`src/rtl/dmem_port_arbiter.sv`:
```
// Data-memory port arbiter: CORE has fixed priority, with a starvation guard that forces a DMA grant.
// Optional transaction/wait-state statistics counters are enabled by defining DMEM_ARB_STATS_EN.
module dmem_port_arbiter #(
    parameter int unsigned AW           = 32,
    parameter int unsigned DW           = 32,
    parameter int unsigned STARVE_LIMIT = 4
) (
    input  logic            clk,
    input  logic            reset,
`ifdef DMEM_ARB_STATS_EN
    output logic [31:0]     stat_core_cnt,
    output logic [31:0]     stat_dma_cnt,
    output logic [31:0]     stat_wait_cnt,
`endif
    input  logic            core_req,
    input  logic            core_we,
    input  logic [AW-1:0]   core_addr,
    input  logic [DW-1:0]   core_wdata,
    input  logic [DW/8-1:0] core_wstrb,
    output logic            core_gnt,
    output logic            core_done,
    output logic [DW-1:0]   core_rdata,
    output logic            core_stall,
    input  logic            dma_req,
    input  logic            dma_we,
    input  logic [AW-1:0]   dma_addr,
    input  logic [DW-1:0]   dma_wdata,
    input  logic [DW/8-1:0] dma_wstrb,
    output logic            dma_gnt,
    output logic            dma_done,
    output logic [DW-1:0]   dma_rdata,
    output logic            mem_valid,
    output logic            mem_we,
    output logic [AW-1:0]   mem_addr,
    output logic [DW-1:0]   mem_wdata,
    output logic [DW/8-1:0] mem_wstrb,
    input  logic            mem_ready,
    input  logic [DW-1:0]   mem_rdata
);

    localparam int unsigned SW = DW / 8;
    localparam int unsigned CW = 4;
    localparam logic [CW-1:0] LIMIT = CW'(STARVE_LIMIT);

    typedef enum logic [1:0] {IDLE, CORE_BUSY, DMA_BUSY} state_e;

    state_e          state_q, state_d;
    logic [CW-1:0]   starve_q, starve_d;
    logic            mem_valid_q, mem_valid_d;
    logic            mem_we_q, mem_we_d;
    logic [AW-1:0]   mem_addr_q, mem_addr_d;
    logic [DW-1:0]   mem_wdata_q, mem_wdata_d;
    logic [SW-1:0]   mem_wstrb_q, mem_wstrb_d;
    logic            core_gnt_q, core_gnt_d, core_done_q, core_done_d;
    logic            dma_gnt_q, dma_gnt_d, dma_done_q, dma_done_d;
    logic [DW-1:0]   core_rdata_q, core_rdata_d, dma_rdata_q, dma_rdata_d;
    logic            dma_win;
`ifdef DMEM_ARB_STATS_EN
    logic [31:0]     core_cnt_q, core_cnt_d, dma_cnt_q, dma_cnt_d, wait_cnt_q, wait_cnt_d;
`endif

    always_ff @(posedge clk or posedge reset) begin
        if (reset) begin
            state_q      <= IDLE;
            starve_q     <= '0;
            mem_valid_q  <= 1'b0;
            mem_we_q     <= 1'b0;
            mem_addr_q   <= '0;
            mem_wdata_q  <= '0;
            mem_wstrb_q  <= '0;
            core_gnt_q   <= 1'b0;
            core_done_q  <= 1'b0;
            core_rdata_q <= '0;
            dma_gnt_q    <= 1'b0;
            dma_done_q   <= 1'b0;
            dma_rdata_q  <= '0;
`ifdef DMEM_ARB_STATS_EN
            core_cnt_q   <= '0;
            dma_cnt_q    <= '0;
            wait_cnt_q   <= '0;
`endif
        end else begin
            state_q      <= state_d;
            starve_q     <= starve_d;
            mem_valid_q  <= mem_valid_d;
            mem_we_q     <= mem_we_d;
            mem_addr_q   <= mem_addr_d;
            mem_wdata_q  <= mem_wdata_d;
            mem_wstrb_q  <= mem_wstrb_d;
            core_gnt_q   <= core_gnt_d;
            core_done_q  <= core_done_d;
            core_rdata_q <= core_rdata_d;
            dma_gnt_q    <= dma_gnt_d;
            dma_done_q   <= dma_done_d;
            dma_rdata_q  <= dma_rdata_d;
`ifdef DMEM_ARB_STATS_EN
            core_cnt_q   <= core_cnt_d;
            dma_cnt_q    <= dma_cnt_d;
            wait_cnt_q   <= wait_cnt_d;
`endif
        end
    end

    // DMA overrides CORE priority once the starvation counter hits the limit
    assign dma_win = dma_req & (~core_req | (starve_q == LIMIT));

    always_comb begin
        state_d      = state_q;
        starve_d     = starve_q;
        mem_valid_d  = mem_valid_q;
        mem_we_d     = mem_we_q;
        mem_addr_d   = mem_addr_q;
        mem_wdata_d  = mem_wdata_q;
        mem_wstrb_d  = mem_wstrb_q;
        core_gnt_d   = 1'b0;
        core_done_d  = 1'b0;
        core_rdata_d = core_rdata_q;
        dma_gnt_d    = 1'b0;
        dma_done_d   = 1'b0;
        dma_rdata_d  = dma_rdata_q;
`ifdef DMEM_ARB_STATS_EN
        core_cnt_d   = core_cnt_q;
        dma_cnt_d    = dma_cnt_q;
        wait_cnt_d   = wait_cnt_q;
`endif
        case (state_q)
            IDLE: begin
                if (dma_win) begin
                    state_d     = DMA_BUSY;
                    dma_gnt_d   = 1'b1;
                    mem_valid_d = 1'b1;
                    mem_we_d    = dma_we;
                    mem_addr_d  = dma_addr;
                    mem_wdata_d = dma_wdata;
                    mem_wstrb_d = dma_we ? dma_wstrb : '0;
                    starve_d    = '0;
                end else if (core_req) begin
                    state_d     = CORE_BUSY;
                    core_gnt_d  = 1'b1;
                    mem_valid_d = 1'b1;
                    mem_we_d    = core_we;
                    mem_addr_d  = core_addr;
                    mem_wdata_d = core_wdata;
                    mem_wstrb_d = core_we ? core_wstrb : '0;
                    if (!dma_req) begin
                        starve_d = '0;
                    end else if (starve_q != LIMIT) begin
                        starve_d = starve_q + CW'(1);
                    end
                end else if (!dma_req) begin
                    starve_d = '0;
                end
            end
            CORE_BUSY: begin
                if (mem_ready) begin
                    state_d     = IDLE;
                    mem_valid_d = 1'b0;
                    core_done_d = 1'b1;
                    if (!mem_we_q) core_rdata_d = mem_rdata;
`ifdef DMEM_ARB_STATS_EN
                    core_cnt_d  = core_cnt_q + 32'd1;
                end else begin
                    wait_cnt_d  = wait_cnt_q + 32'd1;
`endif
                end
            end
            DMA_BUSY: begin
                if (mem_ready) begin
                    state_d     = IDLE;
                    mem_valid_d = 1'b0;
                    dma_done_d  = 1'b1;
                    if (!mem_we_q) dma_rdata_d = mem_rdata;
`ifdef DMEM_ARB_STATS_EN
                    dma_cnt_d   = dma_cnt_q + 32'd1;
                end else begin
                    wait_cnt_d  = wait_cnt_q + 32'd1;
`endif
                end
            end
            default: state_d = IDLE;
        endcase
    end

    assign mem_valid  = mem_valid_q;
    assign mem_we     = mem_we_q;
    assign mem_addr   = mem_addr_q;
    assign mem_wdata  = mem_wdata_q;
    assign mem_wstrb  = mem_wstrb_q;
    assign core_gnt   = core_gnt_q;
    assign core_done  = core_done_q;
    assign core_rdata = core_rdata_q;
    assign core_stall = core_req & ~core_done_q;
    assign dma_gnt    = dma_gnt_q;
    assign dma_done   = dma_done_q;
    assign dma_rdata  = dma_rdata_q;
`ifdef DMEM_ARB_STATS_EN
    assign stat_core_cnt = core_cnt_q;
    assign stat_dma_cnt  = dma_cnt_q;
    assign stat_wait_cnt = wait_cnt_q;
`endif

endmodule

```
`config.mk`:
```
export PLATFORM = sky130hd
export DESIGN_NAME = dmem_port_arbiter
export DESIGN_NICKNAME = d
export VERILOG_FILES = /design/src/rtl/dmem_port_arbiter.sv
export SDC_FILE = /design/constraint.sdc
export NUM_CORES = 1
export LEC_CHECK = 0
export BUFFER_PORTS_ARGS = -buffer_cell sky130_fd_sc_hd__buf_2
export CORE_UTILIZATION = 45
export DETAILED_ROUTE_END_ITERATION = 6
export GPL_ROUTABILITY_DRIVEN = 1
export PLACE_DENSITY = 0.85
export SYNTH_ARGS = -nofsm -noshare
export SYNTH_HDL_FRONTEND = slang
export SYNTH_SLANG_ARGS = --single-unit
```
`constraint.sdc`:
```
create_clock -name clk -period 6.8 [get_ports clk]
set_clock_uncertainty 0.05 [all_clocks]
set_input_delay 0.68 -clock clk [delete_from_list [all_inputs] [get_ports clk]]
set_output_delay 0.68 -clock clk [all_outputs]
set_load 0.05 [all_outputs]
```
---- Word-level counts from Yosys, hierarchy flattened ----
Index checks and enable logic that the tools add are counted.
cells by class
  add/subtract/negate cells ............... 1
  eq/ne operators ......................... 8
  multiplexer cells ....................... 31
  bitwise operators ....................... 6
  reductions and logical operators ........ 10
operators with widths
  kind                 count
  $mux 32              4
  $mux 4               9
  $mux 1               13
  $reduce_and 3->1     4
  $mux 2               3
  $add 4x1->4 const B  1
  $eq 4x3->1 const B   1
  $ne 4x3->1 const B   1
  $pmux 2 s2           1
  $reduce_and 2->1     2
  $reduce_bool 2->1    2
  $ne 3x1->1 const B   1
  $ne 3x2->1 const B   1
  $ne 3x3->1 const B   1
  $not 1->1            3
  $and 1x1->1          2
  $eq 2x1->1 const B   1
  $eq 2x2->1 const B   1
  $logic_not 2->1      1
  $ne 2x1->1 const B   1
  $pmux 1 s2           1
  $reduce_or 2->1      1
  $or 1x1->1           1
word-level totals
  bits in registers ....................... 144
  bits of input ports ..................... 175

---- Depth between registers and ports, before layout ----
  depth in word-level cells ............... 5
  gate-level depth with buffers ........... 8
  gate-level depth less buffers ........... 5

---- Worst setup path after synthesis ----
OpenSTA, ideal clock, no wires.
  path type ............................... input-to-output
  from .................................... input core_req
  to ...................................... output core_stall
  data arrival time ....................... 1579 ps
  data required time ...................... 6070 ps
  path slack .............................. 4491 ps
  cell stages on the path ................. 2
  path buffers ............................ 1
  cells stage by stage .................... buf_2 -> nor2b_1
between the ends
  longest elaborated chain between the ends .. 1
RTL lines
  element             RTL line  text
  start: declaration  15        input logic core_req,
  $and 1x1->1         192       assign core_stall = core_req & ~core_done_q;
  end: declaration    23        output logic core_stall,
No other way between the ends.

---- Worst setup path in the final report ----
  from .................................... register state_q[0]
  to ...................................... register mem_wdata_q[1], in the netlist mem_wdata[1]
between the ends
  longest elaborated chain between the ends .. 2
RTL lines
  element                            RTL line  text
  start: declaration                 47        state_e state_q, state_d;
  start signal: assignment           83        state_q <= state_d;
  $logic_not 2->1                    126       case (state_q)
  $reduce_and 2->1 (no source line)  n/a
  end signal: assignment             88        mem_wdata_q <= mem_wdata_d;
  end: declaration                   52        logic [DW-1:0] mem_wdata_q, mem_wdata_d;
No other way between the ends.
A chain may end at the register's enable or synchronous reset.

==> metrics <==
total CTS buffers=17; Core ar.=13830 um2; Worst-Skew Late Latency=0.41 ns; Compound-Gate Fraction of Synth Area=13.73%; PortBufs=313; Filler cells=1161; # DRC=0; drt initial violations=292; final setup vio count=0; Pint=2441 uW; Fin. Hold Viols=0; synthesized instance count=588; vias in the first global route=5309; clock tree buffer depth=2; largest net degree at the start of global routing=79; simple-gate share of the synthesized area=12.16%; Final Util=61.41%; Pre-antenna DRT Iters=5; RSZ-0062 raised after global routing=no; initial antenna violation count=1; H-tree depth=4; DP HPWL=11.68 mm; # rows=43; die height=121.0 um; final worst setup slack=4.181 ns; VDD IR max=0.2434 mV; share of power burned in registers=29.4%; Clk pin slew, worst setup/hold paths=0.06 ns; die area=14640 um2; Worst Tran Pin Value=1.180 ns; Netlist Area Pre-Place=6370 um2; drt via density=5.304; R2R Setup Slk=4.18 ns; CTS tree=built; Psw=2598 uW; Tcrit/Tclk final=38.51%; critical path class=reg -> reg; Post-Route WL=16.96 mm; post-synthesis sequential area ratio=56.57%; I/O pin count=314; Sw Ratio=51.56%; Clk pwr share=17.3%; synth warn=0; proportion of layout cells with a drive suffix above 1=47.29%; worst relative slew slack=21.34%; CP Capture Type=flip-flop; critical path arrival=2.81 ns; max-slew violation count=0; status=finished, final reports clean; Logic pwr share=53.3%; post-detailed-route count of antenna-violating nets=0; footprint of the multi-input gates=2452 um2; GP Congestion=0.8106; cts repair resizes=0; setup bufs post-CTS=0; Synth Area in XOR/XNOR=0%; mean area per synthesized cell=10.83 um2; Synth Area in Adders=0.9821%; R2R Path Start=state_q[0]; Syn Nets=768; pwr dens=593.5 nW/um2; Synth Register Bits=144; initial core utilization=46.07%; CP max FO=78; area grow syn2layout=33.29%; Yosys cell types=41; hold_buf cts=0; Required @ worst endpoint=6.99 ns; register area=3603 um2; Max Cap Violations=0; NumNets Final=1051; R2R Path End=mem_wdata[1]; setup TNS=0 ns; min cycle time layout=2.619 ns; Pleak=0.004182 uW; post-synthesis mux area share=11.47%; WL/cell=15.92 um; gr ovfl total=0; Place WS=4.133 ns; R2R depth=5; GRT Util Overall=23.30%; Worst Setup SP=state_q[0]; Hold Path Class=in -> async; Sink Count=144; CP Launch Type=flip-flop; largest family of logic cells by synthesized area=compound AO/OA/AOI/OAI gates; f_max=381.9 MHz; chip width=121.0 um; first-pass GRT wire length=26.34 mm; routed via count=5649; Clock Tree Root=clkbuf_16
==> logic make-up after synthesis <==
group                    count (synthesis)
multiplexers                            65
AO/OA/AOI/OAI                          149
adder cells (fa/ha/maj)                  5
flip-flops                             144
buffers and inverters                   62
AND/OR/NAND/NOR                        163
==> metrics by stage <==
step                      power [uW]  hold slack [ns]  instances  cell area (um2)
after global placement          4133           0.4188       1032             7931
after CTS                       5075           0.3004       1064             8488
after floorplan                 3559           0.4414        588             6370
after global routing            5301           0.3332       1065             8491
final                           5039           0.2883       1065             8491
after detailed placement        4197           0.4262       1032             7931
==> power by group through the flow <==
stage / clock network [uW] / registers [uW] / logic (uW)
global placement: 0 / 1470 / 2660
CTS: 889 / 1480 / 2700
floorplan: 0 / 2930 / 631
finish: 871 / 1480 / 2690
global route: 931 / 1530 / 2840
detailed placement: 0 / 1490 / 2700
==> worst max-delay path, cell delays in order, from the launching register on <==
cell and delay, ns:
dfrtp_1 0.40, inv_1 0.09, ha_1 0.38, o21a_4 0.61
buf_4 0.67, a31oi_1 0.19
==> final cells by class <==
class                   instances  area share, %
repair buffers                321          19.16
multi-input cells             382          28.88
clock buffers                  20          5.261
well taps                     180          2.653
inverters                       5         0.2800
flip-flops and latches        144          42.44
clock inverters                12          1.297
diodes                          1        0.02947
==> state kept, by name, indices dropped and copies added, names as in the netlist, 2 cells and up <==
name        cells
mem_addr       32
dma_rdata      32
mem_wstrb       4
state_q         2
mem_wdata      32
starve_q        4
core_rdata     32
==> layer usage <==
layer | vias to the layer above | wire (um) | track usage, % | share of wire, %
li1 | 2689 | - | - | -
met1 | 2661 | 6901 | 28.11 | 41
met2 | 272 | 8403 | 40.00 | 50
met3 | 27 | 1347 | 5.498 | 7.9
met4 | 0 | 307 | 9.259 | 1.8
met5 | - | 0 | 0 | 0
==> cell usage after synthesis, drive strengths merged <==
cell,number,area share (%)
o31ai,1,0.12
and3,1,0.098
ha,5,0.98
o21a,1,0.12
and4b,1,0.18
a21o,1,0.12
o211ai,4,0.47
a22o,1,0.14
nand2b,3,0.29
or2b,1,0.12
a32o,1,0.16
or3b,1,0.18
clkbuf,18,1.2
mux2,64,11
nor3,1,0.078
o21ai,66,5.2
or2,1,0.098
a21oi,2,0.16
nand3,65,5.1
o32ai,1,0.14
nor2,71,4.2
and3b,1,0.14
mux2i,1,0.16
a31oi,69,6.8
buf,39,3.6
nand4,5,0.49
o311ai,1,0.26
inv,5,0.29
dfrtp,144,57
nor3b,1,0.12
nor2b,3,0.41
nand2,4,0.24
o22ai,1,0.098
and2,3,0.29
nand4b,1,0.14
==> worst max-delay path by stage <==
stage                               to  slack [ns]  cells past startpoint
after CTS                 mem_wdata[1]        4.15                      5
after global routing       mem_addr[2]        3.90                      6
after global placement     mem_addr[8]        4.26                      5
after floorplan              core_done        2.20                      1
final                     mem_wdata[1]        4.18                      5
after detailed placement  mem_wdata[1]        4.13                      5
==> placed cells by master, fill, tap and decap left out, types with 4 or more instances in the layout <==
master      synthesis  layout
mux2_2             59      59
clkbuf_16           0      17
buf_4               7       8
nand2_1             4       4
o211ai_1            4       4
buf_2              29     313
nand3_1            65      65
a31oi_1            69      69
clkinvlp_4          0       4
nor2_1             71      71
o21ai_0            64      64
dfrtp_1           144     144
ha_1                5       5
nand4_1             5       5
inv_1               5       4
mux2_1              5       5
Power figures use the tool's default switching activity.
